## src/rtl/comparador_serie.sv

```systemverilog
// Multi-cycle N-bit magnitude comparator, W bits per cycle, MSB chunk first.
// Optional two's-complement ordering of the MSB chunk via COMPARADOR_SIGNED_EN.
module comparador_serie #(
  parameter int N = 8,
  parameter int W = 2
) (
  input  logic                   clk_in,
  input  logic                   rst_in,
  input  logic                   start_in,
  input  logic                   signed_in,
  input  logic [N-1:0]           a_in,
  input  logic [N-1:0]           b_in,
  output logic                   ready_out,
  output logic                   valid_out,
  output logic                   gt_out,
  output logic                   lt_out,
  output logic                   eq_out,
  output logic [$clog2(N/W):0]   steps_out
);

  localparam int CHUNKS = N / W;
  localparam int SW = $clog2(CHUNKS) + 1;
  localparam int IW = (CHUNKS > 1) ? $clog2(CHUNKS) : 1;

  typedef enum logic [1:0] {
    IDLE    = 2'd0,
    COMPARE = 2'd1,
    DONE    = 2'd2
  } state_t;

  state_t        state, state_d;
  logic [N-1:0]  a_q, a_d;
  logic [N-1:0]  b_q, b_d;
  logic [IW-1:0] idx_q, idx_d;
  logic          gt_q, gt_d;
  logic          lt_q, lt_d;
  logic          eq_q, eq_d;
  logic [SW-1:0] steps_q, steps_d;

  logic [W-1:0]  a_ch [CHUNKS];
  logic [W-1:0]  b_ch [CHUNKS];
  logic [W-1:0]  ca, cb;
  logic [W-1:0]  flip;

  for (genvar i = 0; i < CHUNKS; i++) begin : g_ch
    assign a_ch[i] = a_q[i*W +: W];
    assign b_ch[i] = b_q[i*W +: W];
  end

`ifdef COMPARADOR_SIGNED_EN
  logic sgn_q, sgn_d;

  // Inverting the sign bit maps signed order onto unsigned order
  always_comb begin
    flip = '0;
    flip[W-1] = sgn_q && (idx_q == IW'(CHUNKS - 1));
  end
`else
  logic unused_sgn;

  assign unused_sgn = signed_in;
  assign flip = '0;
`endif

  assign ca = a_ch[idx_q] ^ flip;
  assign cb = b_ch[idx_q] ^ flip;

  always_comb begin
    state_d = state;
    a_d     = a_q;
    b_d     = b_q;
    idx_d   = idx_q;
    gt_d    = gt_q;
    lt_d    = lt_q;
    eq_d    = eq_q;
    steps_d = steps_q;
`ifdef COMPARADOR_SIGNED_EN
    sgn_d   = sgn_q;
`endif
    unique case (state)
      IDLE: begin
        if (start_in) begin
          a_d     = a_in;
          b_d     = b_in;
`ifdef COMPARADOR_SIGNED_EN
          sgn_d   = signed_in;
`endif
          idx_d   = IW'(CHUNKS - 1);
          gt_d    = 1'b0;
          lt_d    = 1'b0;
          eq_d    = 1'b0;
          steps_d = '0;
          state_d = COMPARE;
        end
      end
      COMPARE: begin
        steps_d = steps_q + SW'(1);
        if (ca > cb) begin
          gt_d    = 1'b1;
          state_d = DONE;
        end else if (ca < cb) begin
          lt_d    = 1'b1;
          state_d = DONE;
        end else if (idx_q == '0) begin
          eq_d    = 1'b1;
          state_d = DONE;
        end else begin
          idx_d = idx_q - IW'(1);
        end
      end
      DONE: state_d = IDLE;
      default: state_d = IDLE;
    endcase
  end

  always_ff @(posedge clk_in or posedge rst_in) begin
    if (rst_in) begin
      state   <= IDLE;
      a_q     <= '0;
      b_q     <= '0;
      idx_q   <= '0;
      gt_q    <= 1'b0;
      lt_q    <= 1'b0;
      eq_q    <= 1'b0;
      steps_q <= '0;
    end else begin
      state   <= state_d;
      a_q     <= a_d;
      b_q     <= b_d;
      idx_q   <= idx_d;
      gt_q    <= gt_d;
      lt_q    <= lt_d;
      eq_q    <= eq_d;
      steps_q <= steps_d;
    end
  end

`ifdef COMPARADOR_SIGNED_EN
  always_ff @(posedge clk_in or posedge rst_in) begin
    if (rst_in) sgn_q <= 1'b0;
    else        sgn_q <= sgn_d;
  end
`endif

  assign ready_out = (state == IDLE);
  assign valid_out = (state == DONE);
  assign gt_out    = gt_q;
  assign lt_out    = lt_q;
  assign eq_out    = eq_q;
  assign steps_out = steps_q;

endmodule

```

## config.mk

```make
export PLATFORM = sky130hd
export DESIGN_NAME = comparador_serie
export DESIGN_NICKNAME = d
export VERILOG_FILES = /design/src/rtl/comparador_serie.sv
export SDC_FILE = /design/constraint.sdc
export NUM_CORES = 1
export LEC_CHECK = 0
export CORE_ASPECT_RATIO = 1.4
export CORE_UTILIZATION = 49
export DETAILED_ROUTE_END_ITERATION = 8
export PLACE_DENSITY = 0.78
export REMOVE_ABC_BUFFERS = 1
export SLEW_MARGIN = 25
export SYNTH_ARGS = -nofsm -noshare
export SYNTH_HDL_FRONTEND = slang
export SYNTH_SLANG_ARGS = --single-unit
```

## constraint.sdc

```tcl
create_clock -name clk_in -period 2.3 [get_ports clk_in]
set_input_delay 0.575 -clock clk_in [delete_from_list [all_inputs] [get_ports clk_in]]
set_output_delay 0.575 -clock clk_in [all_outputs]
set_load 0.05 [all_outputs]
```

== Word level (Yosys, flattened, before mapping) ==
Index checks and enable logic that the tools add are counted.

* Shifts and indexed selects: 0
* Eq/ne operators: 10
* Reduce and logical (&&, ||, !) cells: 10
* Muxes and demuxes: 28
* $mul: 0
* $lt $le $gt $ge: 3
* Div/mod/pow operators: 0
* Bitwise gates (word level): 1
* $add $sub $neg: 2

{| class="wikitable"
|+ Operator list
! cell !! count
|-
| 2-to-1 mux 2 bit || 12
|-
| != test 2 bit, second input constant || 7
|-
| AND reduction 5 bit || 2
|-
| binary-select mux 2 bit (select 2 bit) || 2
|-
| one-hot mux 2 bit (2 select lines) || 2
|-
| 2-to-1 mux 1 bit || 7
|-
| one-hot mux 1 bit (2 select lines) || 3
|-
| one-hot mux 3 bit (2 select lines) || 1
|-
| AND reduction 2 bit || 3
|-
| logical NOT 2 bit || 2
|-
| != test 4 bit, second input constant || 1
|-
| AND reduction 4 bit || 1
|-
| adder 3 x 1 -> 3 bit, second input constant || 1
|-
| greater-or-equal comparator 3 bit, second input constant || 1
|-
| 2-to-1 mux 3 bit || 1
|-
| inverter 2 -> 3 bit || 1
|-
| AND reduction 3 bit || 1
|-
| equality test 2 x 1 -> 1 bit, second input constant || 1
|-
| equality test 2 bit, second input constant || 1
|-
| greater-than comparator 2 bit || 1
|-
| < comparator 2 bit || 1
|-
| nonzero test 2 bit || 1
|-
| subtractor 2 x 1 -> 2 bit, second input constant || 1
|}

* Memories kept: 0
* Register bits after elaboration: 26
* Bits in read-only memories: 0
* RAM bits: 0
* Output and inout port bits: 8
* Word-level logic and storage cells: 62
* Latch bits: 0

== Depth between registers and ports, before layout ==
* Depth in word-level cells: 8
* Gate-level depth with buffers: 7
* Mapped depth without buffers: 6

== Least setup slack after synthesis ==
Ideal clock, no wire load.

* Path type: register to register
* Start: reg idx_q[0]
* End: reg idx_q[0]
* Path slack: 325 ps
* Cell stages (with the launch flop): 7
* Arrival time: 1875 ps
* Library setup time: 99 ps
* Path through: dfrtp_1 -> buf_2 -> mux4_2 -> ha_1 -> nand2_1 -> o311a_1 -> a311oi_1

* Word-level cells in the longest chain between the ends: 7

{| class="wikitable"
|+ RTL lines
! what !! RTL line !! source
|-
| start: declaration || 34 || <nowiki>logic [IW-1:0] idx_q, idx_d;</nowiki>
|-
| start signal: assignment || 130 || <nowiki>idx_q <= idx_d;</nowiki>
|-
| inverter 2 -> 3 bit (implied by the code) || 65, 66 ||
|-
| binary-select mux 2 bit (select 2 bit) (on tied branches) || 65, 66 ||
|-
| 2-to-1 mux 2 bit (on tied branches) (2 in a row) || 65, 66 ||
|-
| < comparator 2 bit / greater-than comparator 2 bit (equally long branches) || 101, 98 ||
|-
| != test 2 bit (no line) || -- ||
|-
| AND reduction 5 bit (no line) || -- ||
|}

Several ways; a longest one is shown, not always the timed one. The select of a mux whose other input is x is not followed.
A chain may end at the register's enable or synchronous reset.

== Worst setup path in the final report ==
* Start: reg steps_q[0] (netlist: steps_out[0])
* End: out steps_out[0]

{| class="wikitable"
|+ RTL lines
! what !! RTL line !! source
|-
| start: declaration || 38 || <nowiki>logic [SW-1:0] steps_q, steps_d;</nowiki>
|-
| start signal: assignment || 134 || <nowiki>steps_q <= steps_d;</nowiki>
|-
| end: declaration || 18 || <nowiki>output logic [$clog2(N/W):0] steps_out</nowiki>
|}

No word-level cell between the ends.

==> results by group <==
Run status
  • Status: finished, final reports clean

Floorplanning
  • Core area: about 2400 sq um
  • Row count: 21
  • IO Pins: 28
  • Die W: 45.1 um
  • Initial Util: 0.528
  • Die area: 2820 sq um
  • Die height: slightly above 60 um

Synth
  • Synth Instances: 127
  • Post-synthesis sequential area ratio: 0.510
  • Synth Warn #: 0
  • Mapped cell area: between 1000 and 1500 sq um
  • Netlist cell types: 29
  • FF+latch count, synth: 26
  • Post-Syn Area per Cell: 10.0 sq um

Drt
  • Detail Route Antenna Nets: 0
  • WL final: 2.10 mm
  • Drt via density: between 4 and 5
  • DR WL/cell: 11.2 um
  • DRC: 0
  • DR vias: 918
  • Pre-antenna DRT Iters: 4
  • 1st-iter DRT viols: 27

Global route
  • First-pass GRT wire length: a little under 4 mm
  • Number of global-route vias before repair: roughly 940
  • Total track usage: 0.184
  • Largest net degree at the start of global routing: 27
  • Remaining Overflow, GRT: 0
  • Initial antenna violation count: 0

Pwr
  • Sw frac: 0.427
  • Leakage power total: 0.779 nW
  • Clock power share: 0.110
  • Combinational Power Share: 0.503
  • Max rail drop VDD: between 0.8 and 0.9 mV
  • NetSw: between 800 and 900 uW
  • Internal: 1.21 mW
  • Reg power frac: 0.387
  • PD cells: 1340 nW/um^2

STA
  • Worst hold slack: about 0.5 ns
  • Maximum clock rate: around 0.47 GHz
  • Clock Skew: roughly 0.0016 ns
  • Slew Limit Headroom: 0.621
  • Final setup fails: 0
  • Max-slew violation count: 0
  • Fin. Hold Viols: 0
  • RSZ-0062 raised after global routing: no
  • Total Neg Setup Slack: 0 ns
  • Worst-Margin Slew: approximately 0.57 ns
  • Tcrit/Tclk final: 0.922
  • Fin crit period: between 2 and 2.5 ns

Finish
  • Commonest non-fill, non-tap cell in the layout: nand2_1
  • Layout cell share with drive strength beyond 1: 0.111
  • Fill count: 208
  • Diode count: 0
  • Synthesis-to-layout area growth: 22.9%
  • Net count, final: 178
  • Commonest cells after routing, fill and taps aside: nand2_1 (53), dfrtp_1 (25), clkdlybuf4s50_1 (24)

Worst setup path
  • Cell family with most CP delay: buffers and inverters
  • Max incr delay on CP: between 0.8 and 0.9 ns
  • Worst EP arrival: between 1.5 and 2 ns
  • CP Max Fanout: 4
  • WS Path Type: reg2out
  • Startpoint class of the critical path: register
  • Crit. End Element: primary output
  • Number of buffers and inverters on the critical path: 1
  • Crit-path cells: clkdlybuf4s50_1
  • Slowest cell on crit path: clkdlybuf4s50_1
  • CP Data Required Time: around 1.7 ns

Clocking
  • Post-CTS Hold Fix Bufs: 0
  • CTS buffer count: 3
  • CTS tree: done
  • Clock buffer depth: 2
  • Worst skew pair latency: between 0.3 and 0.4 ns
  • CTS root buf: clkbuf_4
  • Clock transition at path regs: between 0.1 and 0.15 ns
  • H-tree Lvls: 1
  • Clock sink count: 26

Placed design
  • Port Buffers: 26
  • GP Congestion: between 0.7 and 0.8
  • Post-DP HPWL: between 1.5 and 2 mm

Job
  • Max-cap violation count: 0

Min path
  • Min-Delay Path Class: reg2reg
[power groups by stage]
stage / Clock, mW / Sequential [mW] / Combinational [mW]
after global placement: 0 / 0.812 / 1.03
final: 0.232 / 0.813 / 1.06
after CTS: 0.237 / 0.817 / 1.07
after global routing: 0.259 / 0.848 / 1.19
after floorplan: 0 / 0.909 / 0.681
after detailed placement: 0 / 0.830 / 1.07
[metal layers]
metal	wire length, um	share of wire	track usage	vias up
li1	-	-	-	466
met1	892	0.42	0.237	432
met2	1140	0.54	0.315	18
met3	58	0.028	0.0260	2
met4	14	0.0067	0.0455	0
met5	0	0	0	-
[state kept, by name, summed over array words and instances, names as in the netlist]
register   count
a_q            8
b_q            8
eq_out         1
gt_out         1
idx_q          2
lt_out         1
state          2
steps_out      3
[worst register-to-register path: cells and delay by family (launching register included)]
family / cells / cell delay (ns)
AO/OA/AOI/OAI: 2 / 0.57
multiplexers: 1 / 0.52
flip-flops: 1 / 0.48
adder cells (fa/ha/maj): 1 / 0.30
AND/OR/NAND/NOR: 1 / 0.13
[per-stage QoR]
step                      power [mW]  setup WS [ns]   util  std cells  instance area [sq um]
after floorplan                 1.59          0.312      -        121                   1220
after global placement          1.84          0.168  0.634        183                   1530
after detailed placement        1.90          0.153  0.634        183                   1530
after CTS                       2.13         0.0934  0.649        187                   1570
after global routing            2.30         0.0260  0.649        187                   1570
final                           2.10          0.179  0.649        187                   1570
[cells by family (layout without fill, tap and decap cells)]
kind of cell    after synthesis  count (layout)  share of synthesized area
buf+inv                      12              38                     0.0627
flops                        26              26                      0.510
mux                           6               6                     0.0863
fa+ha+maj                     4               4                     0.0392
compound gates               10              10                     0.0637
simple gates                 69              69                      0.238
[final timing paths]
kind                                     end  cells after the start  slack [ns]         start
worst min-delay path                  a_q[6]                      2        0.49        a_q[6]
worst min register to register        a_q[6]                      2        0.49        a_q[6]
worst max register to register      idx_q[0]                      5        0.20      idx_q[0]
min in group asynchronous             a_q[7]                      3        0.59        rst_in
max in group asynchronous           idx_q[0]                      3        1.45        rst_in
worst max-delay path            steps_out[0]                      1        0.18  steps_out[0]
[area by class of cell]
type / instances / area (sq um) / share of cell area
timing repair buffer: 28 / 270 / 0.172
inverter: 6 / 22.5 / 0.0144
tap: 34 / 42.5 / 0.0271
sequential: 26 / 652 / 0.415
multi-input combinational: 89 / 546 / 0.348
clock buffer: 4 / 36.3 / 0.0231
[cell usage after synthesis]
library cell / number / area (sq um)
nand2_1: 53 / 199
dfrtp_1: 26 / 651
inv_1: 6 / 22.5
ha_1: 4 / 50.1
mux4_2: 4 / 90.1
nor2_1: 4 / 15.0
nor2b_1: 3 / 18.8
a22o_1: 2 / 17.5
buf_4: 2 / 15.0
buf_6: 2 / 22.5
mux2i_1: 2 / 20.0
nand2b_1: 2 / 12.5
a311oi_1: 1 / 8.76
a31o_2: 1 / 8.76
and2_1: 1 / 6.26
and2b_1: 1 / 7.51
buf_2: 1 / 5.00
buf_8: 1 / 15.0
nor3_1: 1 / 5.00
nor3b_2: 1 / 12.5
nor4_2: 1 / 12.5
o211ai_1: 1 / 7.51
o21ai_0: 1 / 5.00
o21bai_1: 1 / 7.51
o311a_1: 1 / 10.0
o31a_1: 1 / 8.76
o31ai_1: 1 / 7.51
or2_2: 1 / 6.26
or3b_1: 1 / 8.76
[timing repair]
item,CTS,global route
gates resized for setup,0,1
setup buffers,0,0
endpoints found under the setup margin,0,2
Power figures use the tool's default switching activity.
